[src/rtl/frame_scheduler_pkg.sv]
`default_nettype none
// ============================================================================
//  Module      : bep_pkg
//  Description : Shared types and defaults for the thermostat frame scheduler.
//  Revision    : 1.0 - initial release
// ============================================================================
package bep_pkg;

    localparam int c_frame_bits = 192;

    typedef enum logic [1:0] {
        ST_IDLE    = 2'd0,
        ST_RECEIVE = 2'd1,
        ST_CHECK   = 2'd2,
        ST_COMMIT  = 2'd3
    } fsm_state_t;

    typedef enum logic [1:0] {
        FIELD_ROOM_TEMP = 2'd0,
        FIELD_SET_TEMP  = 2'd1,
        FIELD_STATE     = 2'd2,
        FIELD_THERMO_ID = 2'd3
    } display_field_t;

endpackage
`default_nettype wire

[src/rtl/frame_scheduler_display_rotator.sv]
`default_nettype none
// ============================================================================
//  Module      : display_rotator
//  Description : Cycles the committed fields onto the display every dwell period.
//  Revision    : 1.0 - initial release
// ============================================================================
module display_rotator
    import bep_pkg::*;
#(
    parameter int DWELL_CYCLES = 1000000
) (
    input  logic             clk,
    input  logic             rst,
    input  logic             i_enable,
    input  logic             i_load,
    input  logic [3:0][15:0] i_fields,
    output logic [1:0]       o_field,
    output logic [15:0]      o_value,
    output logic             o_strobe
);

    localparam int c_dwell_w = (DWELL_CYCLES > 1) ? $clog2(DWELL_CYCLES) : 1;
    localparam logic [c_dwell_w-1:0] c_dwell_last = c_dwell_w'(DWELL_CYCLES - 1);

    logic [c_dwell_w-1:0] r_dwell;
    logic [1:0]           r_index;
    logic [15:0]          r_value;
    logic                 r_strobe;
    logic                 w_dwell_done;
    logic [1:0]           w_next_index;

    always_comb begin
        w_dwell_done = i_enable && (r_dwell == c_dwell_last);
        w_next_index = i_load ? 2'(FIELD_ROOM_TEMP) : r_index + 2'd1;
    end

    // A load (commit) overrides a coincident dwell expiry.
    always_ff @(posedge clk) begin
        if (rst) begin
            r_dwell  <= '0;
            r_index  <= '0;
            r_value  <= '0;
            r_strobe <= 1'b0;
        end else if (i_load || w_dwell_done) begin
            r_dwell  <= '0;
            r_index  <= w_next_index;
            r_value  <= i_fields[w_next_index];
            r_strobe <= 1'b1;
        end else begin
            r_strobe <= 1'b0;
            if (i_enable) begin
                r_dwell <= r_dwell + c_dwell_w'(1);
            end
        end
    end

    assign o_field  = r_index;
    assign o_value  = r_value;
    assign o_strobe = r_strobe;

endmodule
`default_nettype wire

[src/rtl/frame_scheduler.sv]
`default_nettype none
// ============================================================================
//  Module      : frame_scheduler
//  Description : Validates decoded thermostat frames, buffers them, drives display.
//  Revision    : 1.0 - initial release
// ============================================================================
module frame_scheduler
    import bep_pkg::*;
#(
    parameter int          FRAME_BITS     = c_frame_bits,
    parameter int          TIMEOUT_CYCLES = 4096,
    parameter int          DWELL_CYCLES   = 1000000,
    parameter logic [31:0] PREAMBLE_VALUE = 32'hFFFF_FFFF,
    parameter logic [31:0] CONSTANT_VALUE = 32'hFFFF_FFFF
) (
    input  logic        clock,
    input  logic        reset,
    input  logic        transmission_begin,
    input  logic        bit_valid,
    input  logic [31:0] preamble,
    input  logic [31:0] constant,
    input  logic [31:0] thermostat_id,
    input  logic [15:0] room_temp,
    input  logic [15:0] set_temp,
    input  logic [7:0]  state,
    output logic        frame_valid,
    output logic        frame_error,
    output logic [7:0]  error_count,
    output logic [1:0]  display_field,
    output logic [15:0] display_value,
    output logic        display_strobe,
    output logic        busy
);

    localparam int c_bit_w = $clog2(FRAME_BITS + 1);
    localparam int c_tmo_w = $clog2(TIMEOUT_CYCLES + 1);
    localparam logic [c_bit_w-1:0] c_bits_full = c_bit_w'(FRAME_BITS);
    localparam logic [c_tmo_w-1:0] c_tmo_limit = c_tmo_w'(TIMEOUT_CYCLES);

    fsm_state_t       r_state;
    fsm_state_t       w_next_state;
    logic [c_bit_w-1:0] r_bit_count;
    logic [c_tmo_w-1:0] r_timeout;
    logic [31:0]      r_shadow_id;
    logic [15:0]      r_shadow_room;
    logic [15:0]      r_shadow_set;
    logic [7:0]       r_shadow_state;
    logic             r_frame_valid;
    logic             r_frame_error;
    logic [7:0]       r_error_count;
    logic             w_full;
    logic             w_timed_out;
    logic             w_match;
    logic             w_busy;
    logic             w_commit;
    logic             w_error;
    logic [3:0][15:0] w_fields;
    logic             w_unused_id_hi;

    assign w_full         = (r_bit_count == c_bits_full);
    assign w_timed_out    = (r_timeout == c_tmo_limit);
    assign w_match        = (preamble == PREAMBLE_VALUE) && (constant == CONSTANT_VALUE);
    assign w_unused_id_hi = ^r_shadow_id[31:16];

    always_ff @(posedge clock) begin
        if (reset) begin
            r_state <= ST_IDLE;
        end else begin
            r_state <= w_next_state;
        end
    end

    // A new transmission_begin restarts reception from any state.
    always_comb begin
        w_next_state = r_state;
        if (transmission_begin) begin
            w_next_state = ST_RECEIVE;
        end else begin
            case (r_state)
                ST_IDLE:    w_next_state = ST_IDLE;
                ST_RECEIVE: begin
                    if (w_full) begin
                        w_next_state = ST_CHECK;
                    end else if (w_timed_out) begin
                        w_next_state = ST_IDLE;
                    end
                end
                ST_CHECK:   w_next_state = w_match ? ST_COMMIT : ST_IDLE;
                ST_COMMIT:  w_next_state = ST_IDLE;
                default:    w_next_state = ST_IDLE;
            endcase
        end
    end

    always_comb begin
        w_busy   = (r_state != ST_IDLE);
        w_commit = (r_state == ST_COMMIT) && !transmission_begin;
        w_error  = !transmission_begin &&
                   (((r_state == ST_RECEIVE) && !w_full && w_timed_out) ||
                    ((r_state == ST_CHECK) && !w_match));
    end

    always_ff @(posedge clock) begin
        if (reset || transmission_begin) begin
            r_bit_count <= '0;
            r_timeout   <= '0;
        end else if (r_state == ST_RECEIVE) begin
            if (bit_valid) begin
                r_timeout <= '0;
                if (!w_full) begin
                    r_bit_count <= r_bit_count + c_bit_w'(1);
                end
            end else if (!w_timed_out) begin
                r_timeout <= r_timeout + c_tmo_w'(1);
            end
        end
    end

    always_ff @(posedge clock) begin
        if (reset) begin
            r_shadow_id    <= '0;
            r_shadow_room  <= '0;
            r_shadow_set   <= '0;
            r_shadow_state <= '0;
            r_frame_valid  <= 1'b0;
            r_frame_error  <= 1'b0;
            r_error_count  <= '0;
        end else begin
            r_frame_error <= w_error;
            if (w_error && (r_error_count != 8'hFF)) begin
                r_error_count <= r_error_count + 8'd1;
            end
            if (w_commit) begin
                r_shadow_id    <= thermostat_id;
                r_shadow_room  <= room_temp;
                r_shadow_set   <= set_temp;
                r_shadow_state <= state;
                r_frame_valid  <= 1'b1;
            end
        end
    end

    // The rotator loads on commit, so feed it the values being committed.
    always_comb begin
        if (w_commit) begin
            w_fields[FIELD_ROOM_TEMP] = room_temp;
            w_fields[FIELD_SET_TEMP]  = set_temp;
            w_fields[FIELD_STATE]     = {8'h00, state};
            w_fields[FIELD_THERMO_ID] = thermostat_id[15:0];
        end else begin
            w_fields[FIELD_ROOM_TEMP] = r_shadow_room;
            w_fields[FIELD_SET_TEMP]  = r_shadow_set;
            w_fields[FIELD_STATE]     = {8'h00, r_shadow_state};
            w_fields[FIELD_THERMO_ID] = r_shadow_id[15:0];
        end
    end

    display_rotator #(
        .DWELL_CYCLES (DWELL_CYCLES)
    ) u_display_rotator (
        .clk      (clock),
        .rst      (reset),
        .i_enable (r_frame_valid),
        .i_load   (w_commit),
        .i_fields (w_fields),
        .o_field  (display_field),
        .o_value  (display_value),
        .o_strobe (display_strobe)
    );

    assign frame_valid = r_frame_valid;
    assign frame_error = r_frame_error;
    assign error_count = r_error_count;
    assign busy        = w_busy;

endmodule
`default_nettype wire

[config.mk]
export PLATFORM = sky130hd
export DESIGN_NAME = frame_scheduler
export DESIGN_NICKNAME = d
export VERILOG_FILES = /design/src/rtl/frame_scheduler_pkg.sv /design/src/rtl/frame_scheduler_display_rotator.sv /design/src/rtl/frame_scheduler.sv
export SDC_FILE = /design/constraint.sdc
export NUM_CORES = 1
export LEC_CHECK = 0
export ABC_CLOCK_PERIOD_IN_PS = 2600
export CAP_MARGIN = 5
export CORE_AREA = 2 2 113 115
export CTS_BUF_LIST = sky130_fd_sc_hd__clkbuf_4 sky130_fd_sc_hd__clkbuf_8 sky130_fd_sc_hd__clkbuf_16
export CTS_CLUSTER_DIAMETER = 150
export DETAILED_ROUTE_END_ITERATION = 7
export DIE_AREA = 0 0 115 117
export GPL_TIMING_DRIVEN = 0
export MAX_ROUTING_LAYER = met4
export PLACE_DENSITY = 0.77
export SYNTH_ARGS = -nofsm -noshare
export SYNTH_HDL_FRONTEND = slang
export SYNTH_SLANG_ARGS = --single-unit
[constraint.sdc]
create_clock -name clock -period 2.6 [get_ports clock]
set_clock_uncertainty 0.05 [all_clocks]
set_input_delay 0.26 -clock clock [delete_from_list [all_inputs] [get_ports clock]]
set_output_delay 0.26 -clock clock [all_outputs]
set_load 0.02 [all_outputs]
# [After elaboration in Yosys (flattened, before gate mapping)]
# Index checks and enable logic that the tools add are counted.
[word_totals] ff_bits=128 inputBits=140 out_inout_bits=30 elab_cells=67
[op_classes] add_sub_neg=5 order_cmp=1 n_eq_ne=12 muxes=12 bitwise_logic=1 n_reduce_logical=21
[op_table] op="== test 32 bit, second input constant" count=2
[op_table] op="two-way mux 64 bit" count=1
[op_table] op="binary-select mux 16 bit (select 2 bit)" count=1
[op_table] op="two-way mux 13 bit" count=2
[op_table] op="adder 20 x 1 -> 20 bit, second input constant" count=1
[op_table] op="== test 20 bit, second input constant" count=1
[op_table] op="adder 8 x 1 -> 8 bit, second input constant" count=2
[op_table] op="two-way mux 16 bit" count=1
[op_table] op="adder 13 x 1 -> 13 bit, second input constant" count=1
[op_table] op="== test 13 bit, second input constant" count=1
[op_table] op="== test 8 bit, second input constant" count=1
[op_table] op="logical AND 1 bit" count=8
[op_table] op="two-way mux 2 bit" count=4
[op_table] op="inequality test 8 bit, second input constant" count=1
[op_table] op="one-hot mux 2 bit (3 select lines)" count=1
[op_table] op="OR reduction 2 bit" count=3
[op_table] op="== test 2 bit, second input constant" count=2
[op_table] op="inequality test 4 bit, second input constant" count=1
[op_table] op="logical NOT 1 bit" count=3
[op_table] op="logical OR 1 bit" count=3
[op_table] op="less-than comparator 2 x 3 -> 1 bit, second input constant" count=1
[op_table] op="inequality test 3 bit, second input constant" count=1
[op_table] op="AND reduction 3 bit" count=1
[op_table] op="adder 2 x 1 -> 2 bit, second input constant" count=1
[op_table] op="7 further kinds" count=8

# [Depth between registers and ports, before layout]
# Gate-level depths: netlist of run 1.
[depth] ltp_word=7 depth_mapped=9 mapped_depth_nobuf=8

# [Hierarchy]
# Synthesis of run 1 repeated with hierarchy kept, for this count alone.
[unflattened] hier_cells=777 hier_area_um2=6321.1
[by_module_without_submodules] mod="frame_scheduler" n_inst=1 cells_per_inst=507 area_each_um2=3926.3 seq_area_each_um2=1781.7
[by_module_without_submodules] mod="display_rotator" n_inst=1 cells_per_inst=270 area_each_um2=2394.8 seq_area_each_um2=780.7

# [Worst setup path after synthesis of run 1]
# No wires, ideal clock.
[synth_timing] kind="reg2reg" startpoint="reg r_frame_valid, in the netlist frame_valid" endpoint="reg u_display_rotator.r_value[14], in the netlist u_display_rotator.o_value[14]" setup_time_ns=0.132 arrival_ns=2.084 t_required_ns=2.418 setup_slack_ns=0.334 path_stages_with_launch=10 path_buffers=3 synth_period_minus_slack_ns=2.266 path_cell_list="dfxtp_1 buf_6 and4_4 nand4_2 or4_4 buf_6 buf_6 a221o_1 nand3_1 a21oi_1"
[synth_between] elab_chain_len=2
[synth_rtl] item="start, declared" line_no="frame_scheduler.sv:48" source="logic r_frame_valid;"
[synth_rtl] item="start signal, assigned" line_no="frame_scheduler.sv:125" source="r_frame_valid <= 1'b0;"
[synth_rtl] item="start signal, assigned" line_no="frame_scheduler.sv:138" source="r_frame_valid <= 1'b1;"
[synth_rtl] item="logical AND 1 bit" line_no="frame_scheduler_display_rotator.sv:33" source="w_dwell_done = i_enable && (r_dwell == c_dwell_last);"
[synth_rtl] item="logical OR 1 bit" line_no="frame_scheduler_display_rotator.sv:44" source="end else if (i_load || w_dwell_done) begin"
[synth_rtl] item="end signal, assigned" line_no="frame_scheduler_display_rotator.sv:47" source="r_value <= i_fields[w_next_index];"
[synth_rtl] item="end, declared" line_no="frame_scheduler_display_rotator.sv:27" source="logic [15:0] r_value;"
# Every way passes these cells.
# A chain may end at the register's enable or synchronous reset.

# [Worst setup path in the final report of run 1]
[layout_timing] startpoint="reg r_timeout[0]" endpoint="reg r_error_count[5], in the netlist error_count[5]"
[layout_between] elab_chain_len=5
[layout_rtl] item="start, declared" line_no="frame_scheduler.sv:43" source="logic [c_tmo_w-1:0] r_timeout;"
[layout_rtl] item="start signal, assigned" line_no="frame_scheduler.sv:114" source="r_timeout <= r_timeout + c_tmo_w'(1);"
[layout_rtl] item="== test 13 bit" line_no="frame_scheduler.sv:61" source="assign w_timed_out = (r_timeout == c_tmo_limit);"
[layout_rtl] item="logical AND 1 bit" line_no="frame_scheduler.sv:99" source="(((r_state == ST_RECEIVE) && !w_full && w_timed_out) ||"
[layout_rtl] item="logical OR 1 bit" line_no="frame_scheduler.sv:99"
[layout_rtl] item="logical AND 1 bit" line_no="frame_scheduler.sv:98" source="w_error = !transmission_begin &&"
[layout_rtl] item="logical AND 1 bit" line_no="frame_scheduler.sv:130" source="if (w_error && (r_error_count != 8'hFF)) begin"
[layout_rtl] item="end signal, assigned" line_no="frame_scheduler.sv:131" source="r_error_count <= r_error_count + 8'd1;"
[layout_rtl] item="end, declared" line_no="frame_scheduler.sv:50" source="logic [7:0] r_error_count;"
# Every way passes these cells.

==> results of run 1 <==
## what timing repair did
item | CTS | global route
resized for setup | 0 | 1
hold endpoints to repair | 0 | 0
setup endpoints to repair | 0 | 3
## worst min-delay path: cells and delay by family
family | cells | cell delay (ns)
compound gates | 2 | 0.27
buf+inv | 1 | 0.17
## report_power, final
part           switching [mW]  leakage [nW]  internal (mW)  total (mW)
clock                   0.861         0.306           1.63        2.49
sequential            0.00402          1.03           1.96        1.97
combinational          0.0942          1.46          0.179       0.273
total                   0.959          2.79           3.77        4.73
## stage by stage
stage / worst slack [ns] / hold WS, ns / total power, mW / utilization / cell area, µm²
floorplan: 0.334 / 0.346 / 2.06 / - / 5670
global placement: 0.137 / 0.389 / 2.28 / 0.598 / 7370
detailed placement: 0.0676 / 0.396 / 2.28 / 0.598 / 7370
CTS: 0.0600 / 0.251 / 4.74 / 0.649 / 7990
global route: 0.0691 / 0.283 / 4.85 / 0.650 / 8000
finish: 0.197 / 0.285 / 4.73 / 0.650 / 8000
## sequential cells by signal, indices dropped and copies added (netlist names)
register / count
error_count: 8
r_state: 2
u_display_rotator.o_field: 2
r_shadow_set: 16
u_display_rotator.o_strobe: 1
u_display_rotator.o_value: 16
r_bit_count: 8
r_shadow_room: 16
r_shadow_id: 16
frame_error: 1
r_shadow_state: 8
r_timeout: 13
frame_valid: 1
u_display_rotator.r_dwell: 20
## per-layer routing
| metal | global-route usage | up-vias | wire (µm) |
|---|---|---|---|
| met5 | - | - | 0 |
| met4 | 0.0771 | 0 | 195 |
| met3 | 0.0675 | 21 | 1480 |
| met2 | 0.465 | 250 | 8550 |
| met1 | 0.259 | 2654 | 6360 |
| li1 | - | 2653 | - |
## cells by family after synthesis
family	share of synthesized area
buffers and inverters	0.0371
multiplexers	0.0693
flip-flops	0.452
AND/OR/NAND/NOR	0.266
XOR/XNOR	0.0556
AO/OA/AOI/OAI	0.107
adder cells (fa/ha/maj)	0.0132
## cells in the final DEF (no fill, tap or decap), types with 3 or more instances in the layout
cell type,synthesis,final
nand2_1,142,142
clkbuf_1,29,29
inv_1,9,9
nor4_1,8,8
a21oi_1,86,86
bufinv_16,0,3
or3_1,6,6
nor2_1,51,51
and4_1,3,3
dfxtp_1,128,128
buf_2,3,3
mux2_2,18,18
clkbuf_16,0,17
buf_6,4,4
mux4_2,8,8
and3_1,8,8
nand3_1,22,22
and2_1,3,3
or2_2,5,5
xor2_1,26,26
xnor2_1,10,10
ha_1,6,6
clkbuf_8,0,4
clkinv_2,0,3
a221o_1,7,7
nand4_1,29,29
clkdlybuf4s50_1,0,151
o21ai_0,7,7
nor3_1,4,4
nor2b_1,7,7
nand2b_1,9,9
## path summary, 6_finish.rpt
path	slack (ns)	depth (start not counted)	endpoint	start
max	0.20	8	error_count[5]	r_timeout[0]
min	0.28	3	r_state[0]	transmission_begin
max reg2reg	0.20	8	error_count[5]	r_timeout[0]
min reg2reg	0.40	2	r_shadow_id[10]	r_shadow_id[10]
## final cells by class
type | instances | area, µm²
well taps | 150 | 188
clock buffers | 23 | 495
multi-input cells | 492 | 2900
flip-flops and latches | 128 | 2560
repair buffers | 151 | 1510
fillers | 1008 | 4310
clock inverters | 9 | 129
inverters | 9 | 33.8
plain buffers | 38 | 176
==> flow_summary.ini, run 1 <==
[outcome]
status = finished, final reports clean

[clocking]
clk_pin_slew_ns = 0.06
worstSkewPairLatency_ns = 0.41
clkSinkCount = 128
clockBufferDepth = 2
cts_tree = done
htreeDepth = 4
cts_root_buf = clkbuf_16
post_cts_buffers = 0
cts_inserted_buffers = 17
cts_hold_buf = 0

[synthesis]
synthFlopType = dfxtp_1
ys_top_cells_by_area = dfxtp_1 (45%), nand2_1 (9.4%), a21oi_1 (7.6%)
synth_most_common_cell = nand2_1
synth_warnings = 0
synth_edf_count = 0
yosys.area.top_type = dfxtp_1
synthesis.instances = 667
synth.distinct_cells = 49
syn_area_um2 = 5670
netlist_top_cells_count = nand2_1 (142), dfxtp_1 (128), a21oi_1 (86)
ys_seq_area_frac = 0.452
synth-seq-cells = 128
syn-mean-instance-area_um2 = 8.50
yosysTopAreaCellShare = 0.452
async_flop_share = 0
synth_fp_nets = 813

[timing]
finalSetupViolCount = 0
relSlewSlack = 0.545
tightest_slew_ns = 0.683
drv_slew = 0
fmax_ghz = 0.416
rsz0062_at_grt = false
min_period_ns = 2.40
fin_crit_sh = 0.924
tns_ns = 0
finalHoldViolations = 0

[detailed_routing]
ant_nets = 0
drc_errors = 0
viasPerCell = 5.58
num_vias = 5578
drt-initial-drc-count = 281
wl_per_cell_um = 16.6
wirelength_mm = 16.6
first_pass_iters = 5

[setup_path]
slowest_stage = dfxtp_1
critPathCaptureType = flip-flop
crit_arrival_ns = 2.65
cp_max_fo = 10
crit_path_cell_trace = inv_1 > ha_1 > nor4b_2 > nand3_1 > nor4b_2 > a21oi_2 > nor4_1 > mux2_2
crit_path_start_kind = flip-flop
crit_type = reg2reg
cp.required_ns = 2.85
slowest_delay_ns = 0.38
crit_family = simple AND/OR/NAND/NOR gates
cp_common_cell = nor4b_2
cp_num_buf_inv = 1

[floorplan]
coreArea_um2 = 12300
die_area_um2 = 13500
initial_utilization = 0.460
fp.dieH_um = 117
ios = 170
die_width_um = 115
rows = 41

[finish]
nets = 983
instances_no_fill = 1000
n_antenna_cell = 0
drive_above_1_share = 0.0941
syn_to_final_growth_pct = 41.1

[place]
globalplace.congestion = 0.877
dpl.hpwl_mm = 11.9
dp_cells = 968
io_buffer_count = 151

[global_route]
antenna_found_initial = 0
grt_pass1_vias = 5351
track_usage = 0.251
grt_overflow_total = 0
grt_max_degree = 17
grt_pass1_wl_mm = 25.2

[flow_run]
cap_violations = 0

[hold_path]
hold_class = in2reg

[power_and_ir_drop]
power.leakage_nw = 2.79
ir_drop_mv = 0.362
power_density_nw_per_um2 = 592
(Power assumes the default switching activity.)
==> inputs of run 2 (changes only) <==
==> constraint.sdc (replaced) <==
create_clock -name clock -period 2.6 [get_ports clock]
set_clock_uncertainty 0.05 [all_clocks]
set_input_delay 0.26 -clock clock [delete_from_list [all_inputs] [get_ports clock]]
set_output_delay 0.26 -clock clock [all_outputs]
set_load 0.05 [all_outputs]
==> results of run 2 <==
Same layout as run 1 (identical final DEF). Status: finished, final reports clean.
==> inputs of run 3 (changes only) <==
--- a/config.mk
+++ b/config.mk
@@ -12,9 +12,9 @@
 export CTS_CLUSTER_DIAMETER = 150
 export DETAILED_ROUTE_END_ITERATION = 7
 export DIE_AREA = 0 0 115 117
-export GPL_TIMING_DRIVEN = 0
 export MAX_ROUTING_LAYER = met4
 export PLACE_DENSITY = 0.77
+export SLEW_MARGIN = 20
 export SYNTH_ARGS = -nofsm -noshare
 export SYNTH_HDL_FRONTEND = slang
 export SYNTH_SLANG_ARGS = --single-unit
==> run 3 against run 2 <==
  * Utilization decreased by 0.81 points
  * First-iteration DRC count decreased by 14%
  * Sequential share of layout area increased by 0.41 points
  * Critical path type unchanged
  * Largest cell class unchanged
  * Highest routed layer unchanged
==> flow_summary.ini, run 3 (synthesis gave the netlist of run 1 again) <==
[outcome]
status = finished, final reports clean

[setup_path]
timing.rr.end = error_count[3]
slowest_stage = or4_1
rr_worst_depth = 9
slowest_delay_ns = 0.51
crit_arrival_ns = 2.75
critPathCaptureType = flip-flop
crit_path_cell_trace = inv_1 > ha_1 > nor4bb_1 > and3_1 > nor4b_2 > a21oi_2 > buf_4 > or4_1 > a21oi_1
r2r_slack_ns = 0.14
crit_type = reg2reg
crit_family = simple AND/OR/NAND/NOR gates
cp_num_buf_inv = 2
cp.required_ns = 2.89
cp_max_fo = 8
crit_path_start_kind = flip-flop
r2r-start = r_bit_count[0]

[detailed_routing]
wl_per_cell_um = 14.9
first_pass_iters = 4
drt-initial-drc-count = 243
viasPerCell = 5.40
ant_nets = 0
num_vias = 5261
drc_errors = 0
wirelength_mm = 14.6

[timing]
tns_ns = 0
fmax_ghz = 0.406
finalSetupViolCount = 0
rsz0062_at_grt = false
min_period_ns = 2.46
tightest_slew_ns = 0.614
fin_crit_sh = 0.947
relSlewSlack = 0.591
finalHoldViolations = 0
drv_slew = 0

[global_route]
grt_pass1_vias = 5166
track_usage = 0.219
antenna_found_initial = 0
grt_overflow_total = 0
grt_pass1_wl_mm = 22.9
grt_max_degree = 90

[finish]
fill_cells = 961
nets = 958
layout_common_cells = clkdlybuf4s50_1 (151), nand2_1 (142), dfxtp_1 (128)
largest_reg_flops = 20
syn_to_final_growth_pct = 39.3
n_antenna_cell = 0
regMostFlops = u_display_rotator.r_dwell
stdcell_area_um2 = 7900
drive_above_1_share = 0.104
final_common_cell = clkdlybuf4s50_1

[clocking]
cts_root_buf = clkbuf_16
clk_pin_slew_ns = 0.06
cts_resized = 0
clockBufferDepth = 2
cts_tree = done
htreeDepth = 4
worstSkewPairLatency_ns = 0.42
clkSinkCount = 128
cts_hold_buf = 0
post_cts_buffers = 0
cts_inserted_buffers = 17

[hold_path]
hold_class = in2reg
hp-start = reset
holdPathEnd = r_bit_count[5]
hold_depth = 3

[floorplan]
rows = 41
initial_utilization = 0.460
die_area_um2 = 13500
ios = 170
fp.dieH_um = 117
coreArea_um2 = 12300
die_width_um = 115

[power_and_ir_drop]
seqPwrFrac = 0.431
p_clk_frac = 0.511
power_frac_comb = 0.058
power_switching_mw = 1.13
ir_drop_mv = 0.345
power.leakage_nw = 2.77
sw_frac_of_total = 0.247
internal_power_mw = 3.44
power_density_nw_per_um2 = 578

[place]
globalplace.congestion = 0.834
io_buffer_count = 153
placed_area_um2 = 7310
dpl.hpwl_mm = 10.1

[flow_run]
cap_violations = 0
==> run 3: area by class of cell <==
| class | instances | area [µm²] | share of cell area |
|---|---|---|---|
| inverters | 9 | 33.8 | 0.00428 |
| well taps | 150 | 188 | 0.0238 |
| clock inverters | 15 | 166 | 0.0211 |
| repair buffers | 164 | 1620 | 0.205 |
| multi-input cells | 492 | 2900 | 0.368 |
| clock buffers | 17 | 425 | 0.0539 |
| flip-flops and latches | 128 | 2560 | 0.324 |
==> run 3: power groups by stage <==
stage | combinational (mW) | clock (mW) | sequential (mW)
finish | 0.266 | 2.33 | 1.97
global route | 0.283 | 2.45 | 1.96
CTS | 0.268 | 2.35 | 1.97
detailed placement | 0.266 | 0 | 2.01
global placement | 0.264 | 0 | 2.01
floorplan | 0.0566 | 0 | 2.01
==> run 3: per-stage QoR <==
stage                     hold WS [ns]  worst slack [ns]  power [mW]  instances  utilization
after floorplan                  0.346             0.106        2.07        667            -
after global placement           0.389             0.295        2.27        943        0.593
after detailed placement         0.396             0.143        2.28        943        0.593
after CTS                        0.282             0.135        4.58        975        0.642
after global routing             0.313            0.0182        4.70        975        0.642
final                            0.288             0.139        4.56        975        0.642
==> run 3: how the worst max path moves through the flow <==
stage	start	cells after the start	end
finish	r_bit_count[0]	9	error_count[3]
floorplan	frame_valid	9	u_display_rotator.o_value[14]
global route	r_timeout[0]	9	error_count[3]
CTS	r_bit_count[0]	9	error_count[3]
detailed placement	r_bit_count[0]	9	error_count[3]
global placement	r_bit_count[0]	9	error_count[3]
==> run 3: metal layers <==
layer	part of all wire	GRT usage
met5	0	-
met4	0.0093	0.0602
met3	0.076	0.0530
met2	0.51	0.403
met1	0.40	0.235
==> run 3: tightest hold or removal path: cells and delay by family <==
family	cells	cell delay, ns
buf+inv	1	0.11
simple gates	1	0.26
compound gates	1	0.06
